<file path="config.mk">
export PLATFORM = sky130hd
export DESIGN_NAME = pwm_key_ctrl
export DESIGN_NICKNAME = d
export VERILOG_FILES = /design/src/rtl/pwm_key_ctrl.sv
export SDC_FILE = /design/constraint.sdc
export NUM_CORES = 1
export LEC_CHECK = 0
export ABC_AREA = 1
export BUFFER_PORTS_ARGS = -buffer_cell sky130_fd_sc_hd__buf_2
export CORE_MARGIN = 8
export CORE_UTILIZATION = 62
export DETAILED_ROUTE_END_ITERATION = 6
export GPL_TIMING_DRIVEN = 1
export PLACE_DENSITY = 0.77
export SYNTH_ARGS = -nofsm -noshare
export SYNTH_HDL_FRONTEND = slang
export SYNTH_SLANG_ARGS = --single-unit
</file>
<file path="constraint.sdc">
create_clock -name clk -period 4.85 [get_ports clk]
set_input_delay 0.7275 -clock clk [delete_from_list [all_inputs] [get_ports clk]]
set_output_delay 0.7275 -clock clk [all_outputs]
set_load 0.02 [all_outputs]
</file>
<file path="src/rtl/pwm_key_ctrl.sv">
// pwm_key_ctrl: turns up/down/mode key presses and holds into saturated PWM duty/period
// updates with auto-repeat, offered to the PWM generator over valid/ready.
module pwm_key_ctrl #(
  parameter int unsigned CLK_FREQ_Hz     = 27000000,
  parameter logic        KEY_IDLE        = 1'b1,
  parameter int unsigned WIDTH           = 8,
  parameter int unsigned DUTY_INIT       = 128,
  parameter int unsigned PERIOD_INIT     = 255,
  parameter int unsigned DUTY_STEP       = 8,
  parameter int unsigned PERIOD_STEP     = 16,
  parameter int unsigned PERIOD_MIN      = 16,
  parameter int unsigned REPEAT_DELAY_MS = 500,
  parameter int unsigned REPEAT_RATE_MS  = 100
) (
  input  logic             clk,
  input  logic             rst,
  input  logic             key_up_i,
  input  logic             key_down_i,
  input  logic             key_mode_i,
  input  logic             cfg_ready_i,
  output logic             cfg_valid_o,
  output logic [WIDTH-1:0] cfg_duty_o,
  output logic [WIDTH-1:0] cfg_period_o,
  output logic             mode_o
);
  localparam int unsigned DIV  = CLK_FREQ_Hz / 1000;
  localparam int unsigned PW   = $clog2(DIV + 1);
  localparam int unsigned MMAX = REPEAT_DELAY_MS > REPEAT_RATE_MS ? REPEAT_DELAY_MS : REPEAT_RATE_MS;
  localparam int unsigned MW   = $clog2(MMAX + 1);
  localparam logic [WIDTH:0] SMAX = (WIDTH+1)'((1 << WIDTH) - 1);
  localparam logic [WIDTH:0] DS   = (WIDTH+1)'(DUTY_STEP);
  localparam logic [WIDTH:0] PS   = (WIDTH+1)'(PERIOD_STEP);
  localparam logic [WIDTH:0] PMIN = (WIDTH+1)'(PERIOD_MIN);

  typedef enum logic [1:0] {IDLE, HOLD, REPEAT, LOCK} state_e;

  state_e           state_q, state_d;
  logic [2:0]       smp_q, prv_q, prs, ev;
  logic             live_q, arm_q, tick;
  logic [PW-1:0]    pre_q;
  logic [MW-1:0]    ms_q, ms_d, lim;
  logic             dir_q, dir_d, step, act, oth;
  logic [WIDTH-1:0] duty_q, period_q, cduty_q, cper_q;
  logic [WIDTH:0]   d_w, p_w, d_up, d_dn, p_up, p_dn, d_nx, p_nx;
  logic             chg, load, dirty_q, dirty_d, valid_q, valid_d, mode_q;

  // key order {mode, down, up}; arm_q blocks presses until all keys are seen released after reset
  assign prs  = smp_q ^ {3{KEY_IDLE}};
  assign ev   = prs & ~(prv_q ^ {3{KEY_IDLE}}) & {3{arm_q}};
  assign tick = pre_q == PW'(DIV - 1);
  assign act  = dir_q ? prs[0] : prs[1];
  assign oth  = dir_q ? prs[1] : prs[0];
  assign lim  = state_q == HOLD ? MW'(REPEAT_DELAY_MS - 1) : MW'(REPEAT_RATE_MS - 1);

  always_comb begin
    state_d = state_q;
    ms_d    = ms_q;
    dir_d   = dir_q;
    step    = 1'b0;
    case (state_q)
      IDLE: begin
        if (ev[0] && ev[1]) state_d = LOCK;
        else if (ev[0] || ev[1]) begin
          step    = 1'b1;
          dir_d   = ev[0];
          ms_d    = '0;
          state_d = HOLD;
        end
      end
      HOLD, REPEAT: begin
        if (!act) state_d = IDLE;
        else if (oth) state_d = LOCK;
        else if (tick) begin
          if (ms_q == lim) begin
            step    = 1'b1;
            ms_d    = '0;
            state_d = REPEAT;
          end else ms_d = ms_q + 1'b1;
        end
      end
      LOCK: state_d = (!prs[0] && !prs[1]) ? IDLE : LOCK;
      default: state_d = IDLE;
    endcase
  end

  // saturating step arithmetic one bit wider than the shadows
  assign d_w  = {1'b0, duty_q};
  assign p_w  = {1'b0, period_q};
  assign d_up = d_w + DS > p_w ? p_w : d_w + DS;
  assign d_dn = d_w > DS ? d_w - DS : '0;
  assign p_up = p_w + PS > SMAX ? SMAX : p_w + PS;
  assign p_dn = p_w > PMIN + PS ? p_w - PS : PMIN;
  assign p_nx = step && mode_q ? (dir_d ? p_up : p_dn) : p_w;
  assign d_nx = !step ? d_w : !mode_q ? (dir_d ? d_up : d_dn) : (d_w > p_nx ? p_nx : d_w);
  assign chg  = d_nx != d_w || p_nx != p_w;

  assign load    = !valid_q && dirty_q;
  assign valid_d = load || (valid_q && !cfg_ready_i);
  assign dirty_d = chg || (dirty_q && !load);

  always_ff @(posedge clk or negedge rst) begin
    if (!rst) begin
      smp_q    <= {3{KEY_IDLE}};
      prv_q    <= {3{KEY_IDLE}};
      live_q   <= 1'b0;
      arm_q    <= 1'b0;
      pre_q    <= '0;
      state_q  <= IDLE;
      ms_q     <= '0;
      dir_q    <= 1'b0;
      duty_q   <= WIDTH'(DUTY_INIT);
      period_q <= WIDTH'(PERIOD_INIT);
      cduty_q  <= WIDTH'(DUTY_INIT);
      cper_q   <= WIDTH'(PERIOD_INIT);
      dirty_q  <= 1'b1;
      valid_q  <= 1'b0;
      mode_q   <= 1'b0;
    end else begin
      smp_q    <= {key_mode_i, key_down_i, key_up_i};
      prv_q    <= smp_q;
      live_q   <= 1'b1;
      arm_q    <= arm_q || (live_q && prs == 3'b000);
      pre_q    <= tick ? '0 : pre_q + 1'b1;
      state_q  <= state_d;
      ms_q     <= ms_d;
      dir_q    <= dir_d;
      duty_q   <= d_nx[WIDTH-1:0];
      period_q <= p_nx[WIDTH-1:0];
      cduty_q  <= load ? duty_q : cduty_q;
      cper_q   <= load ? period_q : cper_q;
      dirty_q  <= dirty_d;
      valid_q  <= valid_d;
      mode_q   <= mode_q ^ ev[2];
    end
  end

  assign cfg_valid_o  = valid_q;
  assign cfg_duty_o   = cduty_q;
  assign cfg_period_o = cper_q;
  assign mode_o       = mode_q;
endmodule

</file>
==> flow_metrics.env, run 1 <==
export IMPL_vias=4463
export IMPL_p_leak_nw=2.59
export IMPL_grt_max_degree=71
export IMPL_rows=32
export IMPL_tightest_slew_ns=0.869
export IMPL_cts_hold_buf=0
export IMPL_num_io_pins=24
export IMPL_reg2reg_depth=32
export IMPL_root_buffer="clkbuf_8"
export IMPL_port_buffers=23
export IMPL_setup_violations=0
export IMPL_mappedNetlistArea_um2=4800
export IMPL_grt_pass1_wl_um=20200
export IMPL_slowest_stage="dfstp_2"
export IMPL_syn_avg_cell_area_um2=7.24
export IMPL_async_reset_ff_share_pct=100
export IMPL_ys_ff_latch=70
export IMPL_worst_hold_path_endpoint="prv_q[2]"
export IMPL_hold_class="register to register"
export IMPL_antenna_cells=0
export IMPL_arrival_ns=4.51
export IMPL_yosysUniqueCellTypes=46
export IMPL_clk_insertion_delay_late_ns=0.35
export IMPL_drtIter0Drc=302
export IMPL_preCtsSetupSlack_ns=0.695
export IMPL_vdd_drop_max_mv=0.370
export IMPL_synth_net_count=698
export IMPL_cts_tree="done"
export IMPL_hold_depth=0
export IMPL_final_setup_tns_ns=0
export IMPL_worst_slack_ns=0.627
export IMPL_hold_viol=0
export IMPL_fin_skew_ns=0.0111
export IMPL_max_freq_mhz=237
export IMPL_slew_viol_final=0
export IMPL_clkTransAtPathRegs_ns=0.08
export IMPL_status="complete, no violations"
export IMPL_htreeDepth=3
export IMPL_cpPeakStageDelay_ns=0.52
export IMPL_drt_pass1_iterations=5
export IMPL_post_route_min_period_ns=4.22
export IMPL_fp_dieW_um=104
export IMPL_setup_worst_path_start_class="register"
export IMPL_fin_nets=723
export IMPL_syn_inst=663
export IMPL_gr_total_overflow=0
export IMPL_chipHeight_um=104
export IMPL_postCtsSetupBuffers=0
export IMPL_crit_buf_inv=5
export IMPL_drc=0
export IMPL_cts_buffer_depth=2
export IMPL_hpwl_um=9090
export IMPL_grt_pass1_vias=4276
export IMPL_crit_top_cell="nand2_1"
export IMPL_numCtsBuffers=9
export IMPL_final_area_um2=5220
export IMPL_drive_gt1_share_pct=14.6
export IMPL_core_region_area_um2=7610
export IMPL_fin_crit_sh_pct=87.1
export IMPL_viasPerCell=5.61
export IMPL_worstSetupPathType="register to register"
export IMPL_power_density_nw_per_um2=622
export IMPL_relSlewSlack_pct=42.0
export IMPL_wl_per_cell_um=15.0
export IMPL_ys_warn_count=0
export IMPL_max_cap_violations=0
export IMPL_worstPathMaxFanout=14
export IMPL_end_kind="register"
export IMPL_synth_edf_count=0
export IMPL_ctsResizeCount=0
export IMPL_synth_main_ff_cell="dfrtp_1"
export IMPL_cp_required_ns=5.13
export IMPL_die_area_um2=10800
export IMPL_r2r_end="dirty_q"
export IMPL_place_area_um2=5010
export IMPL_grt_setup_unrepaired="no"
export IMPL_crit_family="simple AND/OR/NAND/NOR gates"
export IMPL_reg2reg_from="prv_q[0]"
export IMPL_rrSetupSlack_ns=0.63
export IMPL_drt_total_wl_um=11900
export IMPL_antenna_found_initial=0
export IMPL_area_delta_synth_final_pct=8.68
export IMPL_start_util_pct=63.1
export IMPL_holdCritStartpoint="smp_q[2]"
export IMPL_ant_nets=0
export IMPL_yosysSeqAreaShare_pct=37.1
export IMPL_clock_sinks=70
export IMPL_place_congestion=0.948
export IMPL_gr_usage_all_layers_pct=22.6
==> state kept, by name, indices dropped and copies added (netlist names) <==
name          flops
arm_q             1
cfg_duty_o        8
cfg_period_o      8
cfg_valid_o       1
dir_q             1
dirty_q           1
duty_q            8
live_q            1
mode_o            1
ms_q              9
period_q          8
pre_q            15
prv_q             3
smp_q             3
state_q           2
==> logic make-up (layout without fill, tap and decap cells) <==
kind of cell             count (synthesis)  count (layout)  synth area share (%)
AO/OA/AOI/OAI                           99              99                  11.6
XOR/XNOR                                12              12                  2.19
adder cells (fa/ha/maj)                 29              29                  7.56
buffers and inverters                  114             144                  9.33
flip-flops                              70              70                  37.1
other                                    1               1                0.0781
AND/OR/NAND/NOR                        338             338                  32.1
==> cells in the mapped netlist (all sizes together), types with 2 or more instances <==
cell | number | area (µm²)
nor3 | 14 | 70.1
xnor2 | 3 | 26.3
nor3b | 2 | 15.0
nor2 | 72 | 288
dfstp | 25 | 657
nand3 | 79 | 430
a21oi | 31 | 170
clkbuf | 6 | 22.5
dfrtp | 45 | 1130
a31oi | 3 | 18.8
nand4 | 8 | 62.6
nor4 | 3 | 18.8
clkinv | 3 | 16.3
a21o | 2 | 15.0
ha | 29 | 363
o22ai | 2 | 12.5
buf | 6 | 35.0
nand3b | 2 | 15.0
o21ai | 54 | 285
xor2 | 9 | 78.8
inv | 99 | 374
nand2 | 157 | 634
==> cell usage in the layout (no fill, tap or decap), types with 4 or more instances in the layout <==
cell and n:
dfrtp_1 45, nand4_1 6, nand2_4 4, clkbuf_8 11, dfstp_2 25, a21oi_1 29
xor2_1 9, nand2_1 147, o21ai_2 4, nor2_2 4, o21ai_0 47, inv_1 93
nand2_2 6, nor3_1 14, nand3_1 75, buf_2 23, ha_1 29, nor2_1 67
inv_2 5
==> cell type report <==
type                            instances  area [µm²]
Clock buffer                           11         151
Clock inverter                          5        57.6
Fill cell                             671        2390
Inverter                              102         390
Multi-Input combinational cell        479        2570
Sequential cell                        70        1780
Tap cell                              102         128
Timing Repair Buffer                   26         138
==> power breakdown <==
part           internal [W]  switching (W)  leakage [nW]  total, W
clock              0.000266       0.000228         0.109  0.000494
sequential         0.000744       0.000198         0.842  0.000942
combinational      0.000581        0.00123          1.64   0.00181
==> metal layers <==
metal	vias up	global-route usage [%]	share of wire, %
met5	-	0	0
met4	0	9.72	1.9
met3	27	5.20	7.4
met2	160	34.0	44
met1	2072	30.3	47
li1	2204	-	-
==> worst register-to-register path: cells and delay by family, from the launching register on <==
family,cells,cell delay (ns)
AND/OR/NAND/NOR,21,1.97
AO/OA/AOI/OAI,4,0.66
flip-flops,1,0.52
adder cells (fa/ha/maj),2,0.52
buffers and inverters,5,0.49
==> worst max path at each step <==
stage,endpoint,slack (ns),cells after the start,startpoint
finish,dirty_q,0.63,32,prv_q[0]
global placement,dirty_q,0.89,29,period_q[5]
global route,dirty_q,0.24,32,prv_q[0]
detailed placement,dirty_q,0.70,30,prv_q[0]
CTS,dirty_q,0.65,30,prv_q[0]
floorplan,dirty_q,1.36,31,prv_q[0]
==> metrics by stage <==
| step | util, % | hold WS (ns) | power (W) | std cells |
|---|---|---|---|---|
| CTS | 68.6 | 0.380 | 0.00322 | 795 |
| global placement | 65.8 | 0.363 | 0.00266 | 779 |
| detailed placement | 65.8 | 0.367 | 0.00272 | 779 |
| global route | 68.6 | 0.390 | 0.00355 | 795 |
| finish | 68.6 | 0.382 | 0.00325 | 795 |
| floorplan | - | 0.361 | 0.00226 | 663 |
Note: power is estimated with default switching activity, not from simulation.
==> run 2, diff against run 1 <==
PLACE_DENSITY = 0.87   (was 0.77)
==> run 2 against run 1 <==
Wire length down 3.3%. Core utilization is 0.28 points higher. Maximum frequency increased by 4.8%. Critical endpoint unchanged. Largest power group unchanged.
==> flow_metrics.env, run 2 (same netlist as run 1, synthesis figures left out) <==
export IMPL_final_cell_mix="147 x nand2_1, 93 x inv_1, 75 x nand3_1, 67 x nor2_1, 47 x o21ai_0"
export IMPL_postCtsSetupBuffers=0
export IMPL_vias=4455
export IMPL_slowest_stage="dfstp_2"
export IMPL_drt_pass1_iterations=5
export IMPL_utilization_pct=68.8
export IMPL_cpPeakStageDelay_ns=0.52
export IMPL_hold_viol=0
export IMPL_ant_nets=0
export IMPL_power_switching_w=0.00166
export IMPL_reg2reg_from="prv_q[0]"
export IMPL_busiest_layer="met2"
export IMPL_comb_power_share_pct=54.9
export IMPL_final_common_cell="nand2_1"
export IMPL_crit_top_cell="nand2_1"
export IMPL_post_route_min_period_ns=4.03
export IMPL_cts_buffer_depth=2
export IMPL_antenna_found_initial=0
export IMPL_status="complete, no violations"
export IMPL_chipHeight_um=104
export IMPL_arrival_ns=4.31
export IMPL_antenna_cells=0
export IMPL_place_congestion=0.932
export IMPL_cp_required_ns=5.13
export IMPL_fp_dieW_um=104
export IMPL_core_region_area_um2=7610
export IMPL_die_area_um2=10800
export IMPL_gr_total_overflow=0
export IMPL_relSlewSlack_pct=41.2
export IMPL_fillers=650
export IMPL_drc=0
export IMPL_met1_usage_pct=28.5
export IMPL_grt_pass1_wl_um=19600
export IMPL_wl_per_cell_um=14.5
export IMPL_setup_violations=0
export IMPL_top_register="pre_q"
export IMPL_end_kind="register"
export IMPL_switching_share_pct=50.4
export IMPL_ctsResizeCount=0
export IMPL_htreeDepth=3
export IMPL_numCtsBuffers=9
export IMPL_cts_tree="done"
export IMPL_holdCritStartpoint="smp_q[2]"
export IMPL_largest_register_ffs=15
export IMPL_fin_nets=723
export IMPL_clkTransAtPathRegs_ns=0.08
export IMPL_hold_class="register to register"
export IMPL_gr_usage_met2_pct=34.9
export IMPL_drt_total_wl_um=11500
export IMPL_rrSetupSlack_ns=0.82
export IMPL_viasPerCell=5.60
export IMPL_area_delta_synth_final_pct=9.12
export IMPL_slew_viol_final=0
export IMPL_finalPower_w=0.00329
export IMPL_worstSetupPathType="register to register"
export IMPL_r2r_end="dirty_q"
export IMPL_port_buffers=23
export IMPL_max_cap_violations=0
export IMPL_max_freq_mhz=248
export IMPL_met3_usage_pct=3.97
export IMPL_setup_worst_path_start_class="register"
export IMPL_worstPathMaxFanout=10
export IMPL_fin_crit_sh_pct=83.1
export IMPL_reg_top3="pre_q: 15 flops, ms_q: 9 flops"
export IMPL_grt_setup_unrepaired="no"
export IMPL_p_seq_share_pct=28.4
export IMPL_worst_hold_path_endpoint="prv_q[2]"
export IMPL_start_util_pct=63.1
export IMPL_clk_insertion_delay_late_ns=0.35
export IMPL_clkPwrFrac_pct=16.8
export IMPL_final_setup_tns_ns=0
export IMPL_fin_skew_ns=0.00830
export IMPL_drtIter0Drc=322
export IMPL_grt_max_degree=71
export IMPL_hold_depth=0
export IMPL_reg2reg_depth=29
export IMPL_cts_hold_buf=0
export IMPL_p_int_w=0.00163
export IMPL_gr_usage_all_layers_pct=21.8
export IMPL_power_density_nw_per_um2=628
export IMPL_root_buffer="clkbuf_8"
export IMPL_vdd_drop_max_mv=0.340
export IMPL_hpwl_um=8740
export IMPL_grt_pass1_vias=4295
export IMPL_num_io_pins=24
export IMPL_clock_sinks=70
export IMPL_tightest_slew_ns=0.882
export IMPL_drive_gt1_share_pct=14.6
export IMPL_p_leak_nw=2.59
export IMPL_rows=32
## run 2: cell count changes in the layout (fill, tap and decap cells not counted), sizes merged
cell / previous run / this run
clkbuf: 11 / 10
clkinv: 7 / 3
inv: 99 / 101
bufinv: 1 / 2
clkinvlp: 0 / 2
## run 2: final cells by class
type / count / area [µm²] / area share, %
Multi-Input combinational cell: 479 / 2570 / 49.0
Sequential cell: 70 / 1780 / 34.0
Clock buffer: 10 / 138 / 2.63
Clock inverter: 6 / 92.6 / 1.77
Tap cell: 102 / 128 / 2.44
Timing Repair Buffer: 26 / 138 / 2.63
Inverter: 102 / 390 / 7.45
## run 2: stage by stage
step	worst slack [ns]	std cells	hold WS, ns	instance area, µm²
detailed placement	0.891	779	0.366	5010
finish	0.819	795	0.379	5240
floorplan	1.36	663	0.361	4800
global placement	1.03	779	0.366	5010
CTS	0.854	795	0.378	5240
global route	0.401	795	0.382	5240
## run 2: critical path, delay by kind of cell, from the launching register on
family                   cells  cell delay (ns)
AND/OR/NAND/NOR             21             1.99
AO/OA/AOI/OAI                3             0.67
flip-flops                   1             0.52
adder cells (fa/ha/maj)      2             0.49
buffers and inverters        3             0.29
## run 2: how the worst max path moves through the flow
stage,startpoint,to,slack (ns)
floorplan,prv_q[0],dirty_q,1.36
global placement,prv_q[0],dirty_q,1.03
detailed placement,prv_q[0],dirty_q,0.89
CTS,prv_q[0],dirty_q,0.85
global route,prv_q[0],dirty_q,0.40
finish,prv_q[0],dirty_q,0.82
## run 2: power groups by stage
stage	combinational, W	clock [W]	sequential [W]
final	0.00180	0.000551	0.000932
after global placement	0.00172	0	0.000933
after global routing	0.00205	0.000585	0.000951
after floorplan	0.00135	0	0.000908
after CTS	0.00177	0.000554	0.000925
after detailed placement	0.00176	0	0.000937
## run 2: metal layers
metal | wire length [µm] | part of all wire (%)
met5 | 0 | 0
met4 | 222 | 1.9
met3 | 719 | 6.2
met2 | 5270 | 46
met1 | 5300 | 46
